[src/rtl/wb_test_ctrl_if.sv]
// -----------------------------------------------------------------------------
// wb_test_ctrl_if
// Pipelined Wishbone B4 bundle between the core's data-side interconnect and
// the simulation-control peripheral.
//   cyc, stb, we     : bus cycle, strobe, write enable  (master -> slave)
//   adr, dat_w, sel  : byte address, write data, byte selects (master -> slave)
//   dat_r, ack, stall: read data, one-cycle acknowledge, stall (slave -> master)
// -----------------------------------------------------------------------------
interface wb_test_ctrl_if;
    logic        cyc;
    logic        stb;
    logic        we;
    logic [31:0] adr;
    logic [31:0] dat_w;
    logic [3:0]  sel;
    logic [31:0] dat_r;
    logic        ack;
    logic        stall;

    modport master (output cyc, stb, we, adr, dat_w, sel,
                    input  dat_r, ack, stall);
    modport slave  (input  cyc, stb, we, adr, dat_w, sel,
                    output dat_r, ack, stall);
endinterface

[src/rtl/wb_test_ctrl.sv]
// -----------------------------------------------------------------------------
// wb_test_ctrl
// Simulation-control peripheral on the data-side Wishbone bus. Software writes
// its tohost result and console bytes here; the block latches done/pass/exit
// code, forces a timeout completion after MAX_TICKS cycles, buffers console
// bytes in a FIFO drained by the bench, and exposes a 64-bit cycle counter.
//
// Ports
//   clk, rstn        : clock, asynchronous active-low reset
//   wb (slave)       : Wishbone B4 pipelined slave, never stalls
//   done_o, pass_o   : sticky completion flag, pass (code 0, no timeout)
//   code_o           : 31-bit exit code
//   timeout_o        : completion was forced by the tick limit
//   putc_valid_o     : console FIFO not empty
//   putc_data_o      : console FIFO head byte (0 while empty)
//   putc_ready_i     : bench consumes the head byte when valid & ready
//
// Register map (word index adr[4:2]):
//   0 TOHOST (W), 1 CONSOLE (W), 2 CYCLE_LO (R), 3 CYCLE_HI (R), 4 STATUS (R)
//
// CYCLE_INIT is the counter's reset value; it stays 0 in real use and exists
// so the low-word wrap can be reached without billions of cycles.
// -----------------------------------------------------------------------------
module wb_test_ctrl #(
    parameter int unsigned MAX_TICKS      = 100000,
    parameter int unsigned FIFO_DEPTH_POT = 4,
    parameter int unsigned TIMEOUT_CODE   = 666,
    parameter logic [63:0] CYCLE_INIT     = 64'd0
) (
    input  logic                 clk,
    input  logic                 rstn,
    wb_test_ctrl_if.slave        wb,
    output logic                 done_o,
    output logic                 pass_o,
    output logic [30:0]          code_o,
    output logic                 timeout_o,
    output logic                 putc_valid_o,
    output logic [7:0]           putc_data_o,
    input  logic                 putc_ready_i
);

    localparam int unsigned DEPTH      = 1 << FIFO_DEPTH_POT;
    localparam int unsigned CW         = FIFO_DEPTH_POT + 1;
    localparam logic [31:0] TICK_LIMIT = 32'(MAX_TICKS - 1);

    logic                      ack_q, ack_d;
    logic [31:0]               dat_q, dat_d;
    logic                      done_q, done_d;
    logic                      pass_q, pass_d;
    logic                      timeout_q, timeout_d;
    logic [30:0]               code_q, code_d;
    logic                      ovf_q, ovf_d;
    logic [63:0]               cyc_q, cyc_d;
    logic [31:0]               snap_q, snap_d;
    logic [31:0]               tick_q, tick_d;
    logic [FIFO_DEPTH_POT-1:0] wr_ptr_q, wr_ptr_d;
    logic [FIFO_DEPTH_POT-1:0] rd_ptr_q, rd_ptr_d;
    logic [CW-1:0]             cnt_q, cnt_d;
    logic [7:0]                mem [DEPTH];

    logic        accept, rd, wr_tohost, wr_console;
    logic        fifo_full, push, pop;
    logic [2:0]  idx;
    logic [31:0] status;
    logic        unused_bits;

    assign accept     = wb.cyc & wb.stb;
    assign idx        = wb.adr[4:2];
    assign rd         = accept & ~wb.we;
    assign wr_tohost  = accept & wb.we & (idx == 3'd0) & (wb.sel == 4'b1111);
    assign wr_console = accept & wb.we & (idx == 3'd1) & wb.sel[0];

    assign unused_bits = ^{wb.adr[31:5], wb.adr[1:0]};

    assign putc_valid_o = (cnt_q != '0);
    assign fifo_full    = (cnt_q == CW'(DEPTH));
    assign pop          = putc_valid_o & putc_ready_i;
    // A pop in the same cycle frees the slot, so a full FIFO still accepts.
    assign push         = wr_console & (~fifo_full | pop);

    always_comb begin
        status           = '0;
        status[0]        = done_q;
        status[1]        = timeout_q;
        status[2]        = pass_q;
        status[3]        = ovf_q;
        status[4 +: CW]  = cnt_q;
    end

    always_comb begin
        ack_d     = accept;
        dat_d     = '0;
        snap_d    = snap_q;
        cyc_d     = cyc_q + 64'd1;
        tick_d    = tick_q;
        done_d    = done_q;
        pass_d    = pass_q;
        timeout_d = timeout_q;
        code_d    = code_q;
        ovf_d     = ovf_q;
        wr_ptr_d  = wr_ptr_q;
        rd_ptr_d  = rd_ptr_q;
        cnt_d     = cnt_q;

        if (rd) begin
            case (idx)
                3'd2:    dat_d = cyc_q[31:0];
                3'd3:    dat_d = snap_q;
                3'd4:    dat_d = status;
                default: dat_d = '0;
            endcase
        end

        // Reading the low word freezes the high word for a coherent 64-bit read.
        if (rd && idx == 3'd2) begin
            snap_d = cyc_q[63:32];
        end

        if (!done_q && tick_q != TICK_LIMIT) begin
            tick_d = tick_q + 32'd1;
        end

        // A software completion beats a timeout landing in the same cycle.
        if (!done_q) begin
            if (wr_tohost && wb.dat_w[0]) begin
                done_d = 1'b1;
                code_d = wb.dat_w[31:1];
                pass_d = (wb.dat_w[31:1] == 31'd0);
            end else if (tick_q == TICK_LIMIT) begin
                done_d    = 1'b1;
                timeout_d = 1'b1;
                code_d    = 31'(TIMEOUT_CODE);
                pass_d    = 1'b0;
            end
        end

        if (wr_console && !push) begin
            ovf_d = 1'b1;
        end
        if (push) begin
            wr_ptr_d = wr_ptr_q + 1'b1;
        end
        if (pop) begin
            rd_ptr_d = rd_ptr_q + 1'b1;
        end
        case ({push, pop})
            2'b10:   cnt_d = cnt_q + 1'b1;
            2'b01:   cnt_d = cnt_q - 1'b1;
            default: cnt_d = cnt_q;
        endcase
    end

    always_ff @(posedge clk or negedge rstn) begin
        if (!rstn) begin
            ack_q     <= 1'b0;
            dat_q     <= '0;
            done_q    <= 1'b0;
            pass_q    <= 1'b0;
            timeout_q <= 1'b0;
            code_q    <= '0;
            ovf_q     <= 1'b0;
            cyc_q     <= CYCLE_INIT;
            snap_q    <= '0;
            tick_q    <= '0;
            wr_ptr_q  <= '0;
            rd_ptr_q  <= '0;
            cnt_q     <= '0;
        end else begin
            ack_q     <= ack_d;
            dat_q     <= dat_d;
            done_q    <= done_d;
            pass_q    <= pass_d;
            timeout_q <= timeout_d;
            code_q    <= code_d;
            ovf_q     <= ovf_d;
            cyc_q     <= cyc_d;
            snap_q    <= snap_d;
            tick_q    <= tick_d;
            wr_ptr_q  <= wr_ptr_d;
            rd_ptr_q  <= rd_ptr_d;
            cnt_q     <= cnt_d;
        end
    end

    // Byte storage carries no reset; the head output is gated by valid.
    always_ff @(posedge clk) begin
        if (push) begin
            mem[wr_ptr_q] <= wb.dat_w[7:0];
        end
    end

    assign putc_data_o = putc_valid_o ? mem[rd_ptr_q] : 8'h00;
    assign done_o      = done_q;
    assign pass_o      = pass_q;
    assign code_o      = code_q;
    assign timeout_o   = timeout_q;
    assign wb.ack      = ack_q;
    assign wb.dat_r    = dat_q;
    assign wb.stall    = 1'b0;

endmodule

[src/flat_wrapper.sv]
// flat-port wrapper written by rule: the top's interface ports become plain ports
module wb_test_ctrl_flat 
#(
    parameter int unsigned MAX_TICKS      = 100000,
    parameter int unsigned FIFO_DEPTH_POT = 4,
    parameter int unsigned TIMEOUT_CODE   = 666,
    parameter logic [63:0] CYCLE_INIT     = 64'd0
)
  (clk, rstn, done_o, pass_o, code_o, timeout_o, putc_valid_o, putc_data_o, putc_ready_i, wb_cyc, wb_stb, wb_we, wb_adr, wb_dat_w, wb_sel, wb_dat_r, wb_ack, wb_stall);
  wb_test_ctrl_if wb_i ();
  input  logic clk;
  input  logic rstn;
  output logic done_o;
  output logic pass_o;
  output logic [30:0] code_o;
  output logic timeout_o;
  output logic putc_valid_o;
  output logic [7:0] putc_data_o;
  input  logic putc_ready_i;
  input wire logic [$bits(wb_i.cyc)-1:0] wb_cyc;
  input wire logic [$bits(wb_i.stb)-1:0] wb_stb;
  input wire logic [$bits(wb_i.we)-1:0] wb_we;
  input wire logic [$bits(wb_i.adr)-1:0] wb_adr;
  input wire logic [$bits(wb_i.dat_w)-1:0] wb_dat_w;
  input wire logic [$bits(wb_i.sel)-1:0] wb_sel;
  output wire logic [$bits(wb_i.dat_r)-1:0] wb_dat_r;
  output wire logic [$bits(wb_i.ack)-1:0] wb_ack;
  output wire logic [$bits(wb_i.stall)-1:0] wb_stall;
  assign wb_i.cyc = wb_cyc;
  assign wb_i.stb = wb_stb;
  assign wb_i.we = wb_we;
  assign wb_i.adr = wb_adr;
  assign wb_i.dat_w = wb_dat_w;
  assign wb_i.sel = wb_sel;
  assign wb_dat_r = wb_i.dat_r;
  assign wb_ack = wb_i.ack;
  assign wb_stall = wb_i.stall;
  wb_test_ctrl #(.MAX_TICKS(MAX_TICKS), .FIFO_DEPTH_POT(FIFO_DEPTH_POT), .TIMEOUT_CODE(TIMEOUT_CODE), .CYCLE_INIT(CYCLE_INIT)) u_core (.clk(clk), .rstn(rstn), .wb(wb_i), .done_o(done_o), .pass_o(pass_o), .code_o(code_o), .timeout_o(timeout_o), .putc_valid_o(putc_valid_o), .putc_data_o(putc_data_o), .putc_ready_i(putc_ready_i));
endmodule
[config.mk]
export PLATFORM = sky130hd
export DESIGN_NAME = wb_test_ctrl_flat
export DESIGN_NICKNAME = d
export VERILOG_FILES = /design/src/rtl/wb_test_ctrl_if.sv /design/src/rtl/wb_test_ctrl.sv /design/src/flat_wrapper.sv
export SDC_FILE = /design/constraint.sdc
export NUM_CORES = 1
export LEC_CHECK = 0
export CORE_MARGIN = 3
export CORE_UTILIZATION = 50
export CTS_CLUSTER_DIAMETER = 80
export CTS_CLUSTER_SIZE = 10
export DETAILED_ROUTE_END_ITERATION = 7
export DONT_BUFFER_PORTS = 1
export GPL_TIMING_DRIVEN = 0
export PLACE_DENSITY = 0.7
export SLEW_MARGIN = 20
export SYNTH_ARGS = -nofsm -noshare
export SYNTH_HDL_FRONTEND = slang
export SYNTH_SLANG_ARGS = --single-unit
[constraint.sdc]
create_clock -name clk -period 4.65 [get_ports clk]
set_clock_uncertainty 0.2 [all_clocks]
set_input_delay 0.93 -clock clk [delete_from_list [all_inputs] [get_ports clk]]
set_output_delay 0.93 -clock clk [all_outputs]
set_load 0.03 [all_outputs]
==> results of run 1 <==
-- sequential cells by signal, summed over array words and instances, names as in the netlist --
signal and flops:
u_core.mem 128, u_core.cyc_q 64, u_core.snap_q 32, u_core.tick_q 32
u_core.wb.dat_r 32, u_core.code_o 31, u_core.cnt_q 5, u_core.rd_ptr_q 4
u_core.wr_ptr_q 4, u_core.done_o 1, u_core.ovf_q 1, u_core.pass_o 1
u_core.timeout_o 1, u_core.wb.ack 1
-- stage by stage --
stage / hold slack [ns] / std cells
after global routing: -0.0998 / 1443
after floorplan: 0.228 / 1012
after detailed placement: 0.256 / 1384
final: -0.0755 / 1443
after global placement: 0.253 / 1384
after CTS: -0.100 / 1443
-- power breakdown --
group          total [mW]  internal, mW  switching (mW)  leakage, nW
logic                1.11         0.458           0.650         1.95
clock network        2.65          1.55            1.10        0.520
registers            3.21          3.14          0.0652         4.02
-- final cells by class --
cell class | count | area (µm²) | share of cell area (%)
flip-flops and latches | 337 | 9070 | 57.9
multi-input cells | 615 | 4790 | 30.6
clock buffers | 56 | 1050 | 6.70
well taps | 372 | 465 | 2.97
plain buffers | 38 | 179 | 1.14
inverters | 22 | 82.6 | 0.527
clock inverters | 3 | 26.3 | 0.168
-- metal layers --
metal | GRT usage [%] | vias up | routed length, µm
li1 | - | 3788 | -
met1 | 27.6 | 4156 | 12900
met2 | 32.0 | 204 | 14300
met3 | 3.56 | 49 | 1470
met4 | 5.33 | 0 | 663
met5 | 0 | - | 0
-- worst max-delay path: stages, from the launching register on --
cell	delay [ns]
dfrtp_1	0.34
clkbuf_1	0.31
clkbuf_1	0.58
mux4_2	0.36
a22oi_1	0.09
a21oi_1	0.65
-- cell usage in the layout, fill, tap and decap left out, drive strengths merged, types with 4 or more instances in the layout --
master  netlist  routed
a21o          5       5
a21oi        19      19
a22o         26      26
a22oi        16      16
and3         15      15
and4         10      10
buf          26      26
clkbuf       12      68
dfrtp       209     209
edfxtp      128     128
ha           10      10
inv          22      25
mux2         29      29
mux2i        33      33
mux4         32      32
nand2        59      59
nand2b        4       4
nand3        31      31
nand4        43      43
nor2         92      92
nor3         23      23
nor4         23      23
o21ai         9       9
o22a          5       5
or4           4       4
xnor2        67      67
xor2         36      36
-- path summary, 6_finish.rpt --
| check | cells after the start | end | slack [ns] |
|---|---|---|---|
| worst max-delay path | 5 | putc_data_o[1] | 0.67 |
| worst min-delay path | 0 | u_core.snap_q[25] | -0.08 |
| worst max register to register | 10 | u_core.cnt_q[4] | 1.78 |
| worst min register to register | 1 | u_core.ovf_q | 0.27 |
| max in group asynchronous | 0 | u_core.cyc_q[3] | 3.91 |
| min in group clk | 1 | u_core.ovf_q | 0.27 |
-- cell families (layout without fill, tap and decap cells) --
kind of cell	Yosys count	in the layout	synth area share [%]
AOI/OAI and AO/OA	85	85	4.40
DFF	337	337	64.3
other	1	1	0.0266
muxes	94	94	9.82
xor gates and xnor gates	103	103	6.40
buffers and inverters	60	119	1.85
and+or+nand+nor	321	321	12.2
adders and majority gates	11	11	1.03
==> impl_metrics.toml, run 1 <==
[critical_path]
crit_start = "u_core.rd_ptr_q[1]"
criticalPathCategory = "reg2out"
worstPathArrival_ns = 2.85
worst_ep_required_time_ns = 3.52
crit-reg2reg-launch = "u_core.cnt_q[1]"
crit_path_max_fanout = 10
end_kind = "output port"
startpoint_type = "flip-flop"

[floorplanning]
dieArea_um2 = 30300
ios = 151
die_x_um = 174
die_height_um = 174
core_um2 = 27300
start_util_pct = 51.6
num_rows = 60

[routing]
routedWlPerCell_um = 20.3
routed_via_density = 5.68
drt_first_iter_violations = 570
routed_wl_um = 29400
ant_nets = 0
dr.pass1.iters = 6
num_vias = 8197
drcViolationCount = 0

[timing]
setup_tns_ns = 0
hold_violations = 92
relSlewSlack_pct = 26.5
rsz0062_at_grt = "false"
setup_viol = 0
min_period_over_period_pct = 85.5
final_max_slew_viol_count = 0
fmax_mhz = 251
fin_crit_ns = 3.98
fin_ws_ns = 0.672
tightestPinTransition_ns = 1.09
hold-worst-slack_ns = -0.0755

[layout]
postLayoutCoreUtil_pct = 57.3
nFillCells = 2202
drive_gt1_share_pct = 13.6
postLayoutCellArea_um2 = 15700
antenna_cells = 0
syn_to_final_growth_pct = 11.1
layout.nets = 1138

[clocking]
clock_latency_ns = 0.52
clock_sinks = 337
cts_tree = "yes"
cts_resized = 0
numCtsBuffers = 39
cts_max_path_buffers = 3
post_cts_buffers = 0
path_clk_slew_ns = 0.06
htree_levels = 2
root_buffer = "clkbuf_16"

[synth]
syn_inst = 1012
yosysMostFrequentCell = "dfrtp_1"
ys_warn_count = 0
syn-mean-instance-area_um2 = 13.9
synth_area_leaders = "dfrtp_1 37%, edfxtp_1 27%, mux4_2 5.1%"
async_flop_share_pct = 62.0
netlist.area_leader.share_pct = 37.1
synth_cell_types = 60
yosysSeqAreaShare_pct = 64.3
netlist_area_um2 = 14100
synth_edf_count = 128
syn_nets = 1097
yosys.area.top_type = "dfrtp_1"
synthFlopType = "dfrtp_1"
synth-seq-cells = 337
synth_common_cells = "209 x dfrtp_1, 128 x edfxtp_1, 90 x nor2_1"

[placement]
port_buffers = 0
dp_hpwl_um = 19700
globalplace.congestion = 0.823
dpl_cell_area_um2 = 14600
place_worst_setup_slack_ns = 0.641

[power]
finalPower_mw = 6.97
vdd_drop_max_v = 0.000256
p_per_area_nw_per_um2 = 445
p_leak_nw = 6.49

[global_route]
overflow = 0
grt_pass1_wl_um = 47700
antenna_found_initial = 0
grt_max_degree = 210
grtUsageTotal_pct = 19.7
grt_pass1_vias = 8511

[outcome]
outcome = "complete, but fails checks"
violations = "hold timing"

[min_path]
hp-class = "in2async"

[job]
drv_cap = 0
No activity file was read; power rests on OpenSTA's default activity.
==> inputs of run 2 (changes only) <==
- clock period: 4.65 -> 4.85 ns (I/O delays scaled with it)
==> results of run 2 <==
Same layout as run 1 (identical final DEF). Status: complete, but fails checks: hold timing.
Main changes from that run: setup slack after placement 0.641 ns -> 0.801 ns; setup slack after layout 0.672 ns -> 0.832 ns; hold slack -0.0755 ns -> -0.0355 ns; number of hold violations in the final report 92 -> 45; register-to-register setup slack 1.78 ns -> 1.98 ns; total power 6.97 mW -> 6.68 mW; worst IR drop on VDD 0.000256 V -> 0.000246 V
==> inputs of run 3 (changes only) <==
- clock period: 4.85 -> 4.2 ns (I/O delays scaled with it)
==> results of run 3 <==
Same layout as run 1 (identical final DEF). Status: complete, but fails checks: hold timing.
Main changes from that run: setup slack after placement 0.641 ns -> 0.281 ns; setup slack after layout 0.672 ns -> 0.312 ns; hold slack -0.0755 ns -> -0.165 ns; number of hold violations in the final report 92 -> 209; register-to-register setup slack 1.78 ns -> 1.33 ns; total power 6.97 mW -> 7.71 mW; worst IR drop on VDD 0.000256 V -> 0.000284 V
